===== src/rtl/segre_store_buffer.sv =====
// segre_store_buffer: in-order store buffer between the MEM stage and the dcache.
// Stores are drained oldest-first, and younger loads are checked against pending stores.
`timescale 1ns/1ps
module segre_store_buffer #(
  parameter int unsigned NUM_ENTRIES = 32'd4,
  parameter int unsigned PTR_BITS    = 32'd2,
  parameter int unsigned ADDR_SIZE   = 32'd32,
  parameter int unsigned WORD_SIZE   = 32'd32
) (
  input  logic                 clk_i,
  input  logic                 rsn_i,
  input  logic                 push_i,
  input  logic [ADDR_SIZE-1:0] push_addr_i,
  input  logic [WORD_SIZE-1:0] push_data_i,
  input  logic [1:0]           push_type_i,
  output logic                 full_o,
  output logic                 empty_o,
  input  logic                 ld_lookup_i,
  input  logic [ADDR_SIZE-1:0] ld_addr_i,
  input  logic [1:0]           ld_type_i,
  output logic                 ld_hit_o,
  output logic [WORD_SIZE-1:0] ld_data_o,
  output logic                 ld_conflict_o,
  output logic                 drain_valid_o,
  output logic [ADDR_SIZE-1:0] drain_addr_o,
  output logic [WORD_SIZE-1:0] drain_data_o,
  output logic [1:0]           drain_type_o,
  input  logic                 drain_ready_i
);

  localparam logic [1:0] TYPE_BYTE = 2'b00;

  logic [ADDR_SIZE-1:0] r_addr [NUM_ENTRIES];
  logic [WORD_SIZE-1:0] r_data [NUM_ENTRIES];
  logic [1:0]           r_type [NUM_ENTRIES];
  logic [NUM_ENTRIES-1:0] r_valid;
  logic [PTR_BITS-1:0]  r_head;
  logic [PTR_BITS-1:0]  r_tail;
  logic [PTR_BITS:0]    r_count;

  logic w_full;
  logic w_empty;
  logic w_push;
  logic w_pop;
  logic                 w_ld_hit;
  logic                 w_ld_conflict;
  logic [WORD_SIZE-1:0] w_ld_data;

  assign w_full  = (r_count == (PTR_BITS+1)'(NUM_ENTRIES));
  assign w_empty = (r_count == '0);
  // Full is taken from registered state only, so a drain never frees a slot for the same cycle's push.
  assign w_push  = push_i && !w_full;
  assign w_pop   = !w_empty && drain_ready_i;

  assign full_o  = w_full;
  assign empty_o = w_empty;

  // Pointer, occupancy and valid-bit state.
  always_ff @(posedge clk_i or negedge rsn_i) begin
    if (!rsn_i) begin
      r_head  <= '0;
      r_tail  <= '0;
      r_count <= '0;
      r_valid <= '0;
    end else begin
      if (w_pop) begin
        r_valid[r_head] <= 1'b0;
        r_head          <= r_head + PTR_BITS'(1);
      end
      if (w_push) begin
        r_valid[r_tail] <= 1'b1;
        r_tail          <= r_tail + PTR_BITS'(1);
      end
      case ({w_push, w_pop})
        2'b10:   r_count <= r_count + (PTR_BITS+1)'(1);
        2'b01:   r_count <= r_count - (PTR_BITS+1)'(1);
        default: r_count <= r_count;
      endcase
    end
  end

  // Entry payload; only qualified by valid, so it carries no reset.
  always_ff @(posedge clk_i) begin
    if (w_push) begin
      r_addr[r_tail] <= push_addr_i;
      r_data[r_tail] <= push_data_i;
      r_type[r_tail] <= push_type_i;
    end
  end

  // Drain port shows the head entry, forced to zero while empty.
  always_comb begin
    drain_valid_o = 1'b0;
    drain_addr_o  = '0;
    drain_data_o  = '0;
    drain_type_o  = TYPE_BYTE;
    if (!w_empty) begin
      drain_valid_o = 1'b1;
      drain_addr_o  = r_addr[r_head];
      drain_data_o  = r_data[r_head];
      drain_type_o  = r_type[r_head];
    end else begin
      drain_valid_o = 1'b0;
    end
  end

  // Load lookup: walk backwards from tail-1 so the youngest overlapping store decides.
  always_comb begin
    logic                found;
    logic [PTR_BITS-1:0] idx;
    found         = 1'b0;
    idx           = '0;
    w_ld_hit      = 1'b0;
    w_ld_conflict = 1'b0;
    w_ld_data     = '0;
    if (ld_lookup_i) begin
      for (int i = 0; i < int'(NUM_ENTRIES); i++) begin
        idx = r_tail - PTR_BITS'(i + 1);
        if (!found && r_valid[idx] &&
            (r_addr[idx][ADDR_SIZE-1:2] == ld_addr_i[ADDR_SIZE-1:2])) begin
          found = 1'b1;
          if ((r_addr[idx] == ld_addr_i) && (r_type[idx] == ld_type_i)) begin
            w_ld_hit  = 1'b1;
            w_ld_data = r_data[idx];
          end else begin
            w_ld_conflict = 1'b1;
          end
        end else begin
          found = found;
        end
      end
    end else begin
      w_ld_hit      = 1'b0;
      w_ld_conflict = 1'b0;
    end
  end

  assign ld_hit_o      = w_ld_hit;
  assign ld_conflict_o = w_ld_conflict;
  assign ld_data_o     = w_ld_data;

endmodule


===== config.mk =====
export PLATFORM = sky130hd
export DESIGN_NAME = segre_store_buffer
export DESIGN_NICKNAME = d
export VERILOG_FILES = /design/src/rtl/segre_store_buffer.sv
export SDC_FILE = /design/constraint.sdc
export NUM_CORES = 1
export LEC_CHECK = 0
export ABC_AREA = 1
export ABC_CLOCK_PERIOD_IN_PS = 13070
export BUFFER_PORTS_ARGS = -buffer_cell sky130_fd_sc_hd__buf_2
export CAP_MARGIN = 20
export CORE_UTILIZATION = 54
export CTS_BUF_LIST = sky130_fd_sc_hd__clkbuf_8
export DETAILED_ROUTE_END_ITERATION = 16
export HOLD_SLACK_MARGIN = 0.02
export PLACE_DENSITY_LB_ADDON = 0.25
export SYNTH_ARGS = -nofsm -noshare
export SYNTH_HDL_FRONTEND = slang
export SYNTH_SLANG_ARGS = --single-unit
export TNS_END_PERCENT = 5

===== constraint.sdc =====
create_clock -name clk_i -period 13.07 [get_ports clk_i]
set_input_delay 1.307 -clock clk_i [delete_from_list [all_inputs] [get_ports clk_i]]
set_output_delay 1.307 -clock clk_i [all_outputs]
set_load 0.01 [all_outputs]

==> impl_metrics.yaml <==
worst_setup_path:
  path_cells: "inv_4 > ha_2 > buf_4 > inv_4 > nand3_1 > nand2_1 > nand2_1 > nand2_1 > a21oi_1 > nand2_1 > nor2_1 > nand3_1 > nor2_1 > nand3_4 > inv_2 > nand2_1 > nand2_1 > a21oi_1 > buf_2"
  crit_slowest_cell: "dfrtp_4"
  slowest_delay_ns: 0.86
  r2r-start: "r_tail[0]"
  path_buf_inv: 5
  worstSetupStartpoint: "r_tail[0]"
  arrival_ns: 6.61
  cpMostUsedCell: "nand2_1"
  critPathTopFamily: "buffers and inverters"
  crit_path_start_kind: "flop"
  critPathMaxFanout: 71
  worstPathRequired_ns: 11.76
  crit_type: "flop to output pin"
  endpoint_kind: "output pin"
layout:
  final_area_um2: 22400
  syn_to_final_growth_pct: 9.84
  fillers: 3380
  nNetsFinal: 3141
  drive_above_1_share: 0.119
synth:
  syn_inst: 2937
  synth_top_area_frac: 0.389
  synth.area.top_cells: "edfxtp_1 39%, nand2_1 19%, nand3_1 11%"
  synth_area_um2: 20400
  avgSynthCellArea_um2: 6.94
  synth_warnings: 0
  synthFlopType: "edfxtp_1"
  yosysUniqueCellTypes: 36
  yosys.area.top_type: "edfxtp_1"
  synthArstFlopShare: 0.0400
  synth.most_common_cell: "nand2_1"
  synth-seq-cells: 275
  syn-num-nets: 3052
  yosys-top-cells-count: "1025 x nand2_1, 430 x nand3_1, 382 x o21ai_0"
  seq_area_frac_synth: 0.403
  synth_edf_count: 264
clock_network:
  cts.sink_count: 275
  clock_latency_ns: 0.64
  post_cts_buffers: 0
  htree_levels: 2
  numCtsBuffers: 50
  cts_tree: "built"
  clockBufferDepth: 3
  clkTransAtPathRegs_ns: 0.06
  cts_resized: 0
  cts_hold_buf: 0
  cts_root_buffer: "clkbuf_8"
global_route:
  grt_pass1_vias: 19200
  track_usage: 0.339
  grt_overflow: 0
  grt_max_degree: 139
  antenna_found_initial: 6
  grt_pass1_wl_um: 102000
pwr:
  clock_power_share: 0.135
  seqPwrFrac: 0.238
  power_leakage_nw: 9.69
  irDropWorstVdd_v: 0.000173
  p_int_mw: 2.67
  switchingPower_mw: 3.04
  power_density_nw_per_um2: 255
  combPwrFrac: 0.627
  power_mw: 5.71
  netSwitchingFraction: 0.532
floorplan:
  die_h_um: 196
  dieArea_um2: 38500
  rows: 70
  core_um2: 36900
  initial_core_util: 0.552
  die_x_um: 196
  ios: 208
min_path:
  hold_path_class: "flop to flop"
  hp-start: "r_valid[2]"
route:
  wl_per_cell_um: 18.3
  drc: 0
  drtIter0Drc: 2440
  antenna_left: 0
  dr.pass1.iters: 7
  via_per_inst: 5.87
  totalWireLength_um: 65300
  vias: 21000
timing:
  setup_viol: 0
  tightest_slew_ns: 1.04
  fmax_mhz: 126
  min_period_over_period: 0.606
  hold_slack_ns: 0.528
  fin_crit_ns: 7.92
  finClkSkew_ns: 0.0260
  final.setup.worst_slack_ns: 5.15
  finalHoldViolCount: 0
  maxSlewHeadroom: 0.306
  rsz0062_at_grt: "no"
  final_max_slew_viol_count: 0
  tns_ns: 0
run:
  max_cap_violations: 0
outcome:
  status: "finished clean"
place:
  dpl_cell_area_um2: 21300
  gp_congestion: 1.00
  port_buffers: 207
  hpwl_um: 42300
  place_ws_ns: 5.14
## power groups by stage
| stage | Clock (mW) | Combinational (mW) | Sequential [mW] |
|---|---|---|---|
| 3_5_place_dp | 0 | 3.46 | 1.37 |
| 6_report | 0.772 | 3.57 | 1.36 |
| 5_1_grt | 0.814 | 4.00 | 1.38 |
| 3_3_place_gp | 0 | 3.39 | 1.36 |
| 2_1_floorplan | 0 | 2.66 | 1.27 |
| 4_1_cts | 0.783 | 3.48 | 1.35 |
## metrics by stage
stage	util	instances
3_3_place_gp	0.578	3473
2_1_floorplan	-	2937
6_report	0.607	3572
5_1_grt	0.607	3572
4_1_cts	0.603	3565
3_5_place_dp	0.578	3473
## layer usage
layer | wire, um | part of all wire | global-route usage | up-vias
li1 | - | - | - | 10100
met3 | 7100 | 0.11 | 0.0691 | 205
met5 | 44 | 0.00067 | 0 | -
met1 | 27300 | 0.42 | 0.466 | 9525
met2 | 27900 | 0.43 | 0.508 | 1180
met4 | 2860 | 0.044 | 0.167 | 8
## final timing paths
kind	endpoint	slack [ns]	cells past startpoint
hold / removal	r_valid[2]	0.53	2
setup / recovery	ld_data_o[31]	5.15	19
min in group asynchronous	r_count[2]	0.59	1
hold reg to reg	r_valid[2]	0.53	2
setup reg to reg	r_addr[2][21]	8.63	6
max in group asynchronous	r_tail[1]	12.16	1
## worst min-delay path, delay by kind of cell, from the launching register on
family,cells,cell delay [ns]
DFF,1,0.37
AOI/OAI and AO/OA,1,0.06
and+or+nand+nor,1,0.06
## cell families after synthesis
group	synth area share
and+or+nand+nor	0.341
muxes	0.000491
DFF	0.403
xor gates and xnor gates	0.0254
adders and majority gates	0.00651
AOI/OAI and AO/OA	0.151
buffers and inverters	0.0727
## cells in the final DEF, fill, tap and decap left out, drive strengths merged, types with 3 or more instances in the layout
master     n
or2        3
a21oi    148
nor3       4
nand3    432
o21ai    390
o211ai    34
nor2     202
ha         9
clkbuf    53
and2       4
dfrtp     11
xor2      58
nand2   1027
buf      235
clkinv    21
nand4      5
inv      157
edfxtp   264
## cell type report
type | count | area (um2) | area share
antenna | 2 | 5.00 | 0.000224
inverter | 142 | 541 | 0.0242
timing repair buffer | 235 | 1330 | 0.0595
tap | 504 | 631 | 0.0282
clock buffer | 53 | 729 | 0.0326
sequential | 275 | 8220 | 0.367
multi-input combinational | 2322 | 10700 | 0.480
clock inverter | 39 | 191 | 0.00856
## state kept, by name, summed over array words and instances (netlist names)
register and count:
r_addr 128, r_count 3, r_data 128, r_head 2, r_tail 2, r_type 8
r_valid 4
(Power assumes the default switching activity.)
